## config.mk

```make
export PLATFORM = sky130hd
export DESIGN_NAME = memory_bus_master_flat
export DESIGN_NICKNAME = d
export VERILOG_FILES = /design/src/rtl/memory_bus_master_if.sv /design/src/rtl/memory_bus_master.sv /design/src/flat_wrapper.sv
export SDC_FILE = /design/constraint.sdc
export NUM_CORES = 1
export LEC_CHECK = 0
export ABC_AREA = 1
export CORE_UTILIZATION = 44
export CTS_CLUSTER_DIAMETER = 80
export DETAILED_ROUTE_END_ITERATION = 8
export GPL_TIMING_DRIVEN = 0
export PLACE_DENSITY = 0.77
export REMOVE_ABC_BUFFERS = 1
export SYNTH_ARGS = -nofsm -noshare
export SYNTH_HDL_FRONTEND = slang
export SYNTH_SLANG_ARGS = --single-unit
```

## constraint.sdc

```tcl
create_clock -name clock -period 2.2 [get_ports clock]
set_input_delay 0.33 -clock clock [delete_from_list [all_inputs] [get_ports clock]]
set_output_delay 0.33 -clock clock [all_outputs]
set_load 0.005 [all_outputs]
```

## src/rtl/memory_bus_master_if.sv

```systemverilog
// Core request/response port and memory bus port of memory_bus_master, bundled
// with a master (block side) and slave (core plus responder side) view.
interface memory_bus_master_if;
  logic        request_valid;
  logic        request_ready;
  logic [31:0] request_address;
  logic        request_write;
  logic [1:0]  request_size;
  logic        request_signed;
  logic [31:0] request_data;
  logic        response_valid;
  logic [31:0] response_data;
  logic [1:0]  response_error;
  logic [31:0] memory_address;
  logic [31:0] memory_data_in;
  logic [31:0] memory_data_out;
  logic [1:0]  memory_data_size;
  logic        memory_enable;
  logic        memory_operation;
  logic        memory_ready;

  modport master (
    input  request_valid, request_address, request_write, request_size,
           request_signed, request_data, memory_data_in, memory_ready,
    output request_ready, response_valid, response_data, response_error,
           memory_address, memory_data_out, memory_data_size, memory_enable,
           memory_operation
  );

  modport slave (
    output request_valid, request_address, request_write, request_size,
           request_signed, request_data, memory_data_in, memory_ready,
    input  request_ready, response_valid, response_data, response_error,
           memory_address, memory_data_out, memory_data_size, memory_enable,
           memory_operation
  );
endinterface

```

## src/rtl/memory_bus_master.sv

```systemverilog
// CPU-side memory bus initiator: one load/store at a time, enable/ready
// four-phase handshake, alignment and timeout errors, extended load data.
module memory_bus_master #(
  parameter int unsigned timeout_cycles = 255
) (
  input logic                 clock,
  input logic                 reset,
  memory_bus_master_if.master bus
);

  typedef enum logic [1:0] {IDLE, ENABLE, RELEASE, RESPOND} state_e;

  state_e      state_q, state_d;
  logic [31:0] cnt_q, cnt_d;
  logic        req_ready_q, req_ready_d;
  logic        rsp_valid_q, rsp_valid_d;
  logic [31:0] rsp_data_q, rsp_data_d;
  logic [1:0]  rsp_err_q, rsp_err_d;
  logic [31:0] mem_addr_q, mem_addr_d;
  logic [31:0] mem_wdata_q, mem_wdata_d;
  logic [1:0]  mem_size_q, mem_size_d;
  logic        mem_en_q, mem_en_d;
  logic        mem_op_q, mem_op_d;
  logic        signed_q, signed_d;
  logic [31:0] rdata_q, rdata_d;
  logic [1:0]  err_q, err_d;

  logic        misaligned;
  logic [31:0] wdata_masked;
  logic [31:0] load_ext;

  always_comb begin
    misaligned = ((bus.request_size == 2'd1) && bus.request_address[0]) ||
                 ((bus.request_size == 2'd2) && (bus.request_address[1:0] != 2'b00));
    case (bus.request_size)
      2'd0:    wdata_masked = {24'h0, bus.request_data[7:0]};
      2'd1:    wdata_masked = {16'h0, bus.request_data[15:0]};
      default: wdata_masked = bus.request_data;
    endcase
    case (mem_size_q)
      2'd0:    load_ext = {{24{signed_q & rdata_q[7]}}, rdata_q[7:0]};
      2'd1:    load_ext = {{16{signed_q & rdata_q[15]}}, rdata_q[15:0]};
      default: load_ext = rdata_q;
    endcase
  end

  always_comb begin
    state_d     = state_q;
    cnt_d       = cnt_q;
    rsp_data_d  = '0;
    rsp_err_d   = '0;
    mem_addr_d  = mem_addr_q;
    mem_wdata_d = mem_wdata_q;
    mem_size_d  = mem_size_q;
    mem_en_d    = 1'b0;
    mem_op_d    = mem_op_q;
    signed_d    = signed_q;
    rdata_d     = rdata_q;
    err_d       = err_q;

    case (state_q)
      IDLE: begin
        // Error paths answer straight away and leave the bus registers alone.
        if (req_ready_q && bus.request_valid) begin
          if (bus.request_size == 2'd3) begin
            state_d   = RESPOND;
            rsp_err_d = 2'd3;
          end else if (misaligned) begin
            state_d   = RESPOND;
            rsp_err_d = 2'd1;
          end else begin
            state_d     = ENABLE;
            mem_en_d    = 1'b1;
            mem_addr_d  = bus.request_address;
            mem_wdata_d = wdata_masked;
            mem_size_d  = bus.request_size;
            mem_op_d    = bus.request_write;
            signed_d    = bus.request_signed;
            cnt_d       = '0;
            err_d       = '0;
            rdata_d     = '0;
          end
        end
      end
      ENABLE: begin
        if (bus.memory_ready) begin
          state_d = RELEASE;
          if (!mem_op_q) rdata_d = bus.memory_data_in;
        end else if ((timeout_cycles != 0) && (cnt_q + 32'd1 == timeout_cycles)) begin
          state_d = RELEASE;
          err_d   = 2'd2;
        end else begin
          cnt_d    = cnt_q + 32'd1;
          mem_en_d = 1'b1;
        end
      end
      RELEASE: begin
        if (!bus.memory_ready) begin
          state_d    = RESPOND;
          rsp_err_d  = err_q;
          rsp_data_d = ((err_q != 2'd0) || mem_op_q) ? '0 : load_ext;
        end
      end
      RESPOND: state_d = IDLE;
      default: state_d = IDLE;
    endcase

    req_ready_d = (state_d == IDLE);
    rsp_valid_d = (state_d == RESPOND);
  end

  always_ff @(posedge clock or negedge reset) begin
    if (!reset) begin
      state_q     <= IDLE;
      cnt_q       <= '0;
      req_ready_q <= 1'b0;
      rsp_valid_q <= 1'b0;
      rsp_data_q  <= '0;
      rsp_err_q   <= '0;
      mem_addr_q  <= '0;
      mem_wdata_q <= '0;
      mem_size_q  <= '0;
      mem_en_q    <= 1'b0;
      mem_op_q    <= 1'b0;
      signed_q    <= 1'b0;
      rdata_q     <= '0;
      err_q       <= '0;
    end else begin
      state_q     <= state_d;
      cnt_q       <= cnt_d;
      req_ready_q <= req_ready_d;
      rsp_valid_q <= rsp_valid_d;
      rsp_data_q  <= rsp_data_d;
      rsp_err_q   <= rsp_err_d;
      mem_addr_q  <= mem_addr_d;
      mem_wdata_q <= mem_wdata_d;
      mem_size_q  <= mem_size_d;
      mem_en_q    <= mem_en_d;
      mem_op_q    <= mem_op_d;
      signed_q    <= signed_d;
      rdata_q     <= rdata_d;
      err_q       <= err_d;
    end
  end

  assign bus.request_ready    = req_ready_q;
  assign bus.response_valid   = rsp_valid_q;
  assign bus.response_data    = rsp_data_q;
  assign bus.response_error   = rsp_err_q;
  assign bus.memory_address   = mem_addr_q;
  assign bus.memory_data_out  = mem_wdata_q;
  assign bus.memory_data_size = mem_size_q;
  assign bus.memory_enable    = mem_en_q;
  assign bus.memory_operation = mem_op_q;

endmodule

```

## src/flat_wrapper.sv

```systemverilog
// flat-port wrapper written by rule: the top's interface ports become plain ports
module memory_bus_master_flat 
#(
  parameter int unsigned timeout_cycles = 255
)
  (clock, reset, bus_request_valid, bus_request_address, bus_request_write, bus_request_size, bus_request_signed, bus_request_data, bus_memory_data_in, bus_memory_ready, bus_request_ready, bus_response_valid, bus_response_data, bus_response_error, bus_memory_address, bus_memory_data_out, bus_memory_data_size, bus_memory_enable, bus_memory_operation);
  memory_bus_master_if bus_i ();
  input logic clock;
  input logic reset;
  input wire logic [$bits(bus_i.request_valid)-1:0] bus_request_valid;
  input wire logic [$bits(bus_i.request_address)-1:0] bus_request_address;
  input wire logic [$bits(bus_i.request_write)-1:0] bus_request_write;
  input wire logic [$bits(bus_i.request_size)-1:0] bus_request_size;
  input wire logic [$bits(bus_i.request_signed)-1:0] bus_request_signed;
  input wire logic [$bits(bus_i.request_data)-1:0] bus_request_data;
  input wire logic [$bits(bus_i.memory_data_in)-1:0] bus_memory_data_in;
  input wire logic [$bits(bus_i.memory_ready)-1:0] bus_memory_ready;
  output wire logic [$bits(bus_i.request_ready)-1:0] bus_request_ready;
  output wire logic [$bits(bus_i.response_valid)-1:0] bus_response_valid;
  output wire logic [$bits(bus_i.response_data)-1:0] bus_response_data;
  output wire logic [$bits(bus_i.response_error)-1:0] bus_response_error;
  output wire logic [$bits(bus_i.memory_address)-1:0] bus_memory_address;
  output wire logic [$bits(bus_i.memory_data_out)-1:0] bus_memory_data_out;
  output wire logic [$bits(bus_i.memory_data_size)-1:0] bus_memory_data_size;
  output wire logic [$bits(bus_i.memory_enable)-1:0] bus_memory_enable;
  output wire logic [$bits(bus_i.memory_operation)-1:0] bus_memory_operation;
  assign bus_i.request_valid = bus_request_valid;
  assign bus_i.request_address = bus_request_address;
  assign bus_i.request_write = bus_request_write;
  assign bus_i.request_size = bus_request_size;
  assign bus_i.request_signed = bus_request_signed;
  assign bus_i.request_data = bus_request_data;
  assign bus_i.memory_data_in = bus_memory_data_in;
  assign bus_i.memory_ready = bus_memory_ready;
  assign bus_request_ready = bus_i.request_ready;
  assign bus_response_valid = bus_i.response_valid;
  assign bus_response_data = bus_i.response_data;
  assign bus_response_error = bus_i.response_error;
  assign bus_memory_address = bus_i.memory_address;
  assign bus_memory_data_out = bus_i.memory_data_out;
  assign bus_memory_data_size = bus_i.memory_data_size;
  assign bus_memory_enable = bus_i.memory_enable;
  assign bus_memory_operation = bus_i.memory_operation;
  memory_bus_master #(.timeout_cycles(timeout_cycles)) u_core (.clock(clock), .reset(reset), .bus(bus_i));
endmodule
```

==> results of run 1 <==
## flip-flops by register name (all words and copies together) (netlist names)
signal	flops
u_core.bus.memory_address	32
u_core.bus.memory_data_out	32
u_core.bus.response_data	32
u_core.cnt_q	32
u_core.rdata_q	32
u_core.bus.memory_data_size	2
u_core.bus.response_error	2
u_core.state_q	2
u_core.bus.memory_enable	1
u_core.bus.memory_operation	1
u_core.bus.request_ready	1
u_core.bus.response_valid	1
u_core.err_q	1
u_core.signed_q	1
## what timing repair did
item,4_1_cts,5_1_grt
hold buffers,1,0
pin swaps,14,17
setup buffers,11,8
endpoints found under the setup margin,154,146
cloned,6,1
endpoints found under the hold margin,65,0
resized for setup,43,40
## placed cells by master, fill, tap and decap left out, types with 2 or more instances in the layout
cell / n
nand2_1: 343
clkdlybuf4s50_1: 205
dfrtp_1: 169
nand3_1: 86
inv_1: 77
nor2_1: 53
o21ai_0: 48
a21oi_1: 19
clkbuf_16: 18
o21ai_1: 17
nor2_4: 12
nand3b_1: 12
buf_4: 12
nor2_2: 11
nand3_2: 11
nand2_2: 8
o21ai_2: 8
nand4_1: 5
nand2_8: 5
inv_6: 5
buf_6: 4
nand2_4: 3
nand3_4: 3
bufinv_16: 3
buf_12: 3
dfrtp_2: 3
inv_2: 2
inv_8: 2
clkbuf_8: 2
buf_8: 2
buf_16: 2
## metal layers
metal / part of all wire / GRT usage / vias up
li1: - / - / 3409
met1: 0.41 / 0.3132 / 3323
met2: 0.49 / 0.3958 / 238
met3: 0.068 / 0.06652 / 42
met4: 0.026 / 0.08052 / 0
met5: 0 / 0 / -
## final timing paths
path                                          startpoint                       endpoint  depth (start not counted)
max in group asynchronous                          reset              u_core.state_q[1]                          3
min                                                reset   u_core.bus.response_data[21]                          2
max reg2reg                              u_core.cnt_q[0]                u_core.cnt_q[8]                         16
max                                      u_core.cnt_q[0]                u_core.cnt_q[8]                         16
min in group clock               bus_request_address[29]  u_core.bus.memory_address[29]                          3
min reg2reg                u_core.bus.memory_data_out[2]  u_core.bus.memory_data_out[2]                          2
## stage by stage
| step | instance area, sq um | instances | power [mW] | hold slack (ns) |
|---|---|---|---|---|
| final | 11150 | 1391 | 12.56 | 0.4380 |
| after global routing | 11150 | 1391 | 13.34 | 0.4277 |
| after CTS | 10910 | 1383 | 12.46 | 0.4227 |
| after detailed placement | 9938 | 1334 | 8.895 | 0.3196 |
| after global placement | 9831 | 1330 | 8.737 | 0.4531 |
| after floorplan | 7483 | 903 | 6.561 | 0.03441 |
## cell type report
| cell class | instances | area [sq um] |
|---|---|---|
| fill | 1354 | 5672 |
| sequential | 172 | 4308 |
| clock buffer | 19 | 452.9 |
| inverter | 82 | 327.8 |
| multi-input combinational | 654 | 3194 |
| tap | 220 | 275.3 |
| timing repair buffer | 232 | 2411 |
| clock inverter | 12 | 177.7 |
## logic make-up after synthesis
family,after synthesis
AOI/OAI and AO/OA,96
xor gates and xnor gates,2
adders and majority gates,2
buffers and inverters,120
DFF,172
and+or+nand+nor,549
## where the power goes
part / total, mW / internal [mW] / switching [mW]
clock network: 3.21 / 1.88 / 1.33
logic: 4.55 / 2.17 / 2.38
registers: 4.81 / 4.20 / 0.608
## worst max-delay path, stage by stage, from the launching register on
cell and delay, ns:
dfrtp_1 0.35, ha_2 0.19, nand2_2 0.07, nor2_4 0.25, nand2_4 0.11, nand2_2 0.09
nand2_2 0.06, nor2_2 0.10, nand3_1 0.12, nor2_2 0.15, nand2_1 0.09, nor2_2 0.14
nand3_4 0.18, nand2_8 0.17, buf_8 0.14, nand3_2 0.06, o21ai_1 0.07
==> results by group, run 1 <==
Status
  • Outcome: finished with violations
  • Violated checks: negative setup slack

Detailed routing
  • Residual DRC: 0
  • Iteration-0 DRC Markers: about 430
  • Final WL: 21530 microns
  • Vias per cell: 5.041
  • Post-DR wirelength/cell: 15.48 microns
  • Vias: 7012
  • Pre-Repair DR Iteration Count: 5
  • Post-route ant nets: 0

Global routing
  • First-pass GRT wire length: 34270 microns
  • Global Route Usage Sum: 0.2429
  • Largest net degree at the start of global routing: about 110
  • Vias in the first global route: 6830
  • Initial antenna violation count: 0
  • Grt total ovfl: 0

Final layout
  • Post-layout util: 0.6628
  • Fraction of layout cells with a size suffix above 1: 0.1119
  • Area Growth Syn to Fin: 45.33%
  • Antenna Cells: 0
  • Final Net Count: 1265

Clock network
  • CTS Root Cell: clkbuf_16
  • CTS HTree Levels: 4
  • Clock slew seen by the registers of the worst setup and hold paths: ~0.07 ns
  • CTS tree: built
  • Clock buffer depth: 2
  • Clk_lat worst skew: 0.42 ns
  • TritonCTS Buffers: 17
  • Clk sinks: 172

Synthesis
  • Post-Synth Adder-Cell Area: 0.003263
  • Synth Flop Type: dfrtp_1
  • Count leader, synth: nand2_1
  • Largest family of logic cells by synthesized area: simple AND/OR/NAND/NOR gates
  • Synth Instances: 941
  • Syn. warnings: 0
  • Sequential area share after synthesis: 0.5612
  • Synth cell types: 29
  • Post-synthesis mux area share: 0
  • Asr flop ratio synth: 1.000
  • Synth Area in Compound Gates: 0.06378
  • Most frequent cells after synthesis: nand2_1, dfrtp_1, nand3_1, inv_1, nor2_1
  • Post-synth EDFFs: 0
  • Synth Area in Simple Gates: 0.3051
  • Synth top area cells: dfrtp_1, nand2_1, nand3_1
  • Syn_area_per_cell: 8.151 sq um
  • FF+latch count, synth: 172
  • Post-Synth XOR/XNOR Area: 0.002284
  • Synth top area share: 0.5612
  • Synth area leader: dfrtp_1
  • Post-synthesis cell area: 0.007670 sq mm

Power
  • LEAKAGE: 5.188 nW
  • Worst vdd ir: approximately 690 uV
  • Power Dens Cells: 1127 mW/mm^2

STA
  • Post-route setup slack: -0.2224 ns
  • Max_slew headroom: 0.4308
  • F_max: approximately 0.41 GHz
  • Period Utilization, post-route: 1.101
  • Setup TNS: -7.639 ns
  • Final setup viols: 38
  • Fin. Hold Viols: 0
  • Slew Limit Fails: 0
  • Slew @ Worst Pin: ~0.85 ns
  • RSZ-0062 raised after global routing: yes
  • Clock period minus worst slack: 2.422 ns
  • Setup Skew: just under 0.01 ns

Placement
  • Setup slack at placement: -1.088 ns
  • Hpwl dp: 13450 microns
  • Global placement routability congestion: 0.8625
  • # port buffers: between 200 and 250

Floorplanning
  • Starting density of the core: 0.4560
  • Core box area: 0.01682 sq mm
  • Die footprint: 0.01796 sq mm
  • Total I/O pin count: between 200 and 250
  • Die Y: 134.0 microns
  • Site Rows: 47
  • Die W: 134.0 microns

Worst hold path
  • Hold Crit Class: in -> async

Setup path
  • Startpoint Class: flop
  • Critical path data arrival time: 2.77 ns
  • Reg2Reg Setup Slack: -0.22 ns
  • Crit. End Element: flop
  • Critical path type: reg -> reg
  • CP Max Fanout: 6
  • Critical Path RT: 2.55 ns

Job
  • Max cap viols: 0
(Power assumes the default switching activity.)
==> run 2: changes to the inputs <==
- RECOVER_POWER: not set -> 100
==> run 2 against run 1 <==
  * The run ends with max-capacitance violations, max-slew violations, negative setup slack left
  * Flip-flop and latch count stayed put
  * Non-clock buffer count stayed put
  * Worst hold slack worse by 0.0014 ns
  * Largest power group unchanged
==> results by group, run 2 (synthesis results as in run 1) <==
Floorplanning
  • Die Y: 134.0 microns (unchanged)
  • Die footprint: 0.01796 sq mm (unchanged)
  • Starting density of the core: 0.4560 (unchanged)
  • Total I/O pin count: 208 (unchanged)
  • Die W: 134.0 microns (unchanged)
  • Site Rows: 47 (unchanged)
  • Core box area: 0.01682 sq mm (unchanged)

Setup path
  • CP max stage delay: 0.35 ns (about the same)
  • Crit-path cells: ha_2 > nand2_2 > nor2_4 > nand2_4 > nand2_2 > nand2_2 > nor2_2 > nand3_1 > nor2_2 > nand2_1 > nor2_2 > nand3_4 > nand2_8 > inv_8 > nand2_1 > o21ai_1
  • Critical path type: reg -> reg
  • CP Max Fanout: 22 (+16)
  • Critical-path top delay cell: dfrtp_1
  • Crit. End Element: flop
  • Critical Path RT: 2.50 ns (-0.05 ns)
  • Startpoint Class: flop
  • Critical path data arrival time: 2.73 ns (-0.04 ns)

Status
  • Outcome: finished with violations
  • Violated checks: max-capacitance violations, max-slew violations, negative setup slack

Power
  • Internal power: 8.009 mW (-2.9%)
  • Worst vdd ir: 678.6 uV (-2.3%)
  • Clock power frac: 0.261 (+0.006)
  • Net Sw Frac: 0.3490 (+0.005583)
  • Part of the power in registers: 0.388 (+0.005)
  • P_sw: 4.293 mW (-0.48%)
  • Power Dens Cells: 1105 mW/mm^2 (-2.0%)
  • Pwr Total: 12.30 mW (-2.1%)
  • LEAKAGE: 5.421 nW (+4.5%)
  • Combinational share of power: 0.351 (-0.011)

Placement
  • Post-placement cell count: 1334 (unchanged)
  • Setup slack at placement: -1.088 ns (unchanged)
  • Hpwl dp: 13450 microns (unchanged)
  • # port buffers: 207 (unchanged)
  • Global placement routability congestion: 0.8625 (unchanged)

STA
  • Slew @ Worst Pin: 1.663 ns (+0.8100 ns)
  • Post-route setup slack: -0.2243 ns (-0.001899 ns)
  • Setup Skew: 0.009762 ns (-0.00003910 ns)
  • Final setup viols: 88 (+130%)
  • Clock period minus worst slack: 2.424 ns (+0.001899 ns)
  • Slew Limit Fails: 66 (+66)
  • Max_slew headroom: -0.1085 (-0.5394)
  • Period Utilization, post-route: 1.102 (about the same)
  • Fin. Hold Viols: 0 (unchanged)
  • F_max: 0.4125 GHz (about the same)
  • RSZ-0062 raised after global routing: yes
  • Final hold slack: 0.4367 ns (-0.001371 ns)

Detailed routing
  • Post-route ant nets: 0 (unchanged)
  • Final WL: 21530 microns (about the same)
  • Post-DR wirelength/cell: 15.48 microns (about the same)
  • Residual DRC: 0 (unchanged)
  • Pre-Repair DR Iteration Count: 5 (unchanged)
  • Vias: 7025 (+0.19%)
  • Vias per cell: 5.050 (+0.19%)
  • Iteration-0 DRC Markers: 441 (+1.8%)

Final layout
  • Fraction of layout cells with a size suffix above 1: 0.1093 (-0.002562)
  • Post-layout util: 0.6621 (-0.0006690)
  • Commonest non-fill, non-tap cell in the layout: nand2_1
  • Final Net Count: 1265 (unchanged)
  • Fin cells: 1391 (unchanged)
  • Antenna Cells: 0 (unchanged)
  • Area Growth Syn to Fin: 45.19%
  • Commonest non-fill, non-tap cells in the layout: nand2_1, dfrtp_1, dlygate4sd3_1, clkdlybuf4s50_1, nand3_1

Clock network
  • CTS tree: built
  • TritonCTS Buffers: 17 (unchanged)
  • Clk sinks: 172 (unchanged)
  • CTS HTree Levels: 4 (unchanged)
  • Clock slew seen by the registers of the worst setup and hold paths: 0.07 ns (about the same)
  • CTS Root Cell: clkbuf_16
  • Clock buffer depth: 2 (unchanged)
  • Clk_lat worst skew: 0.43 ns (about the same)

Job
  • Max cap viols: 1 (+1)

Global routing
  • Largest net degree at the start of global routing: 108 (unchanged)
  • Global Route Usage Sum: 0.2429 (unchanged)
  • Vias in the first global route: 6830 (unchanged)
  • First-pass GRT wire length: 34270 microns (unchanged)
  • Initial antenna violation count: 0 (unchanged)
  • Grt total ovfl: 0 (unchanged)

Worst hold path
  • Hold Crit Class: in -> reg
==> run 2: cell count changes in the layout (fill, tap and decap cells not counted), sizes merged <==
cell / change
clkdlybuf4s50: -104
dlygate4sd3: +104
buf: -1
clkbuf: +1
==> run 2: critical path: cells and delay by family (launching register included) <==
| kind | cells | cell delay [ns] |
|---|---|---|
| fa+ha+maj | 1 | 0.19 |
| flops | 1 | 0.35 |
| simple gates | 13 | 1.60 |
| buf+inv | 1 | 0.09 |
| compound gates | 1 | 0.07 |
==> run 2: layer usage <==
metal,routed length [microns],track usage
met1,8884,0.3132
met2,10640,0.3958
met3,1447,0.06652
met4,559,0.08052
met5,0,0
==> run 2: power by group through the flow <==
| stage | Clock, mW | Combinational [mW] | Sequential, mW |
|---|---|---|---|
| after global routing | 3.39 | 4.80 | 4.89 |
| after floorplan | 0 | 1.79 | 4.77 |
| after CTS | 3.24 | 4.42 | 4.80 |
| after global placement | 0 | 3.94 | 4.79 |
| final | 3.21 | 4.31 | 4.78 |
| after detailed placement | 0 | 4.09 | 4.81 |
==> run 2: timing repair <==
| item | in CTS | in global routing |
|---|---|---|
| endpoints found under the setup margin | 154 | 146 |
| cloned | 6 | 1 |
| hold endpoints to repair | 65 | 0 |
| hold buffers | 1 | 0 |
| pin swaps | 14 | 17 |
| gates resized for setup | 43 | 40 |
| setup buffers | 11 | 8 |
==> run 2: final cells by class <==
type | count | area, sq um
clock inverters | 12 | 177.7
fillers | 1356 | 5683
multi-input cells | 654 | 3194
clock buffers | 19 | 452.9
repair buffers | 232 | 2401
well taps | 220 | 275.3
inverters | 82 | 327.8
flip-flops and latches | 172 | 4307
==> run 2: worst paths after layout <==
kind / end / slack (ns) / startpoint / cells past startpoint
max: u_core.cnt_q[12] / -0.22 / u_core.cnt_q[0] / 16
min: u_core.bus.memory_address[29] / 0.44 / bus_request_address[29] / 3
max reg2reg: u_core.cnt_q[12] / -0.22 / u_core.cnt_q[0] / 16
min reg2reg: u_core.bus.memory_data_out[2] / 0.47 / u_core.bus.memory_data_out[2] / 2
max in group asynchronous: u_core.bus.memory_address[1] / 0.02 / reset / 3
min in group asynchronous: u_core.bus.response_data[21] / 0.88 / reset / 2
==> run 2: through the flow <==
step           setup TNS [ns]  cell area (sq um)
2_1_floorplan         -333.51               7483
3_3_place_gp         -1800.39               9831
3_5_place_dp          -131.87               9938
4_1_cts                -8.684              10910
5_1_grt                -59.08              11140
6_report               -13.40              11140
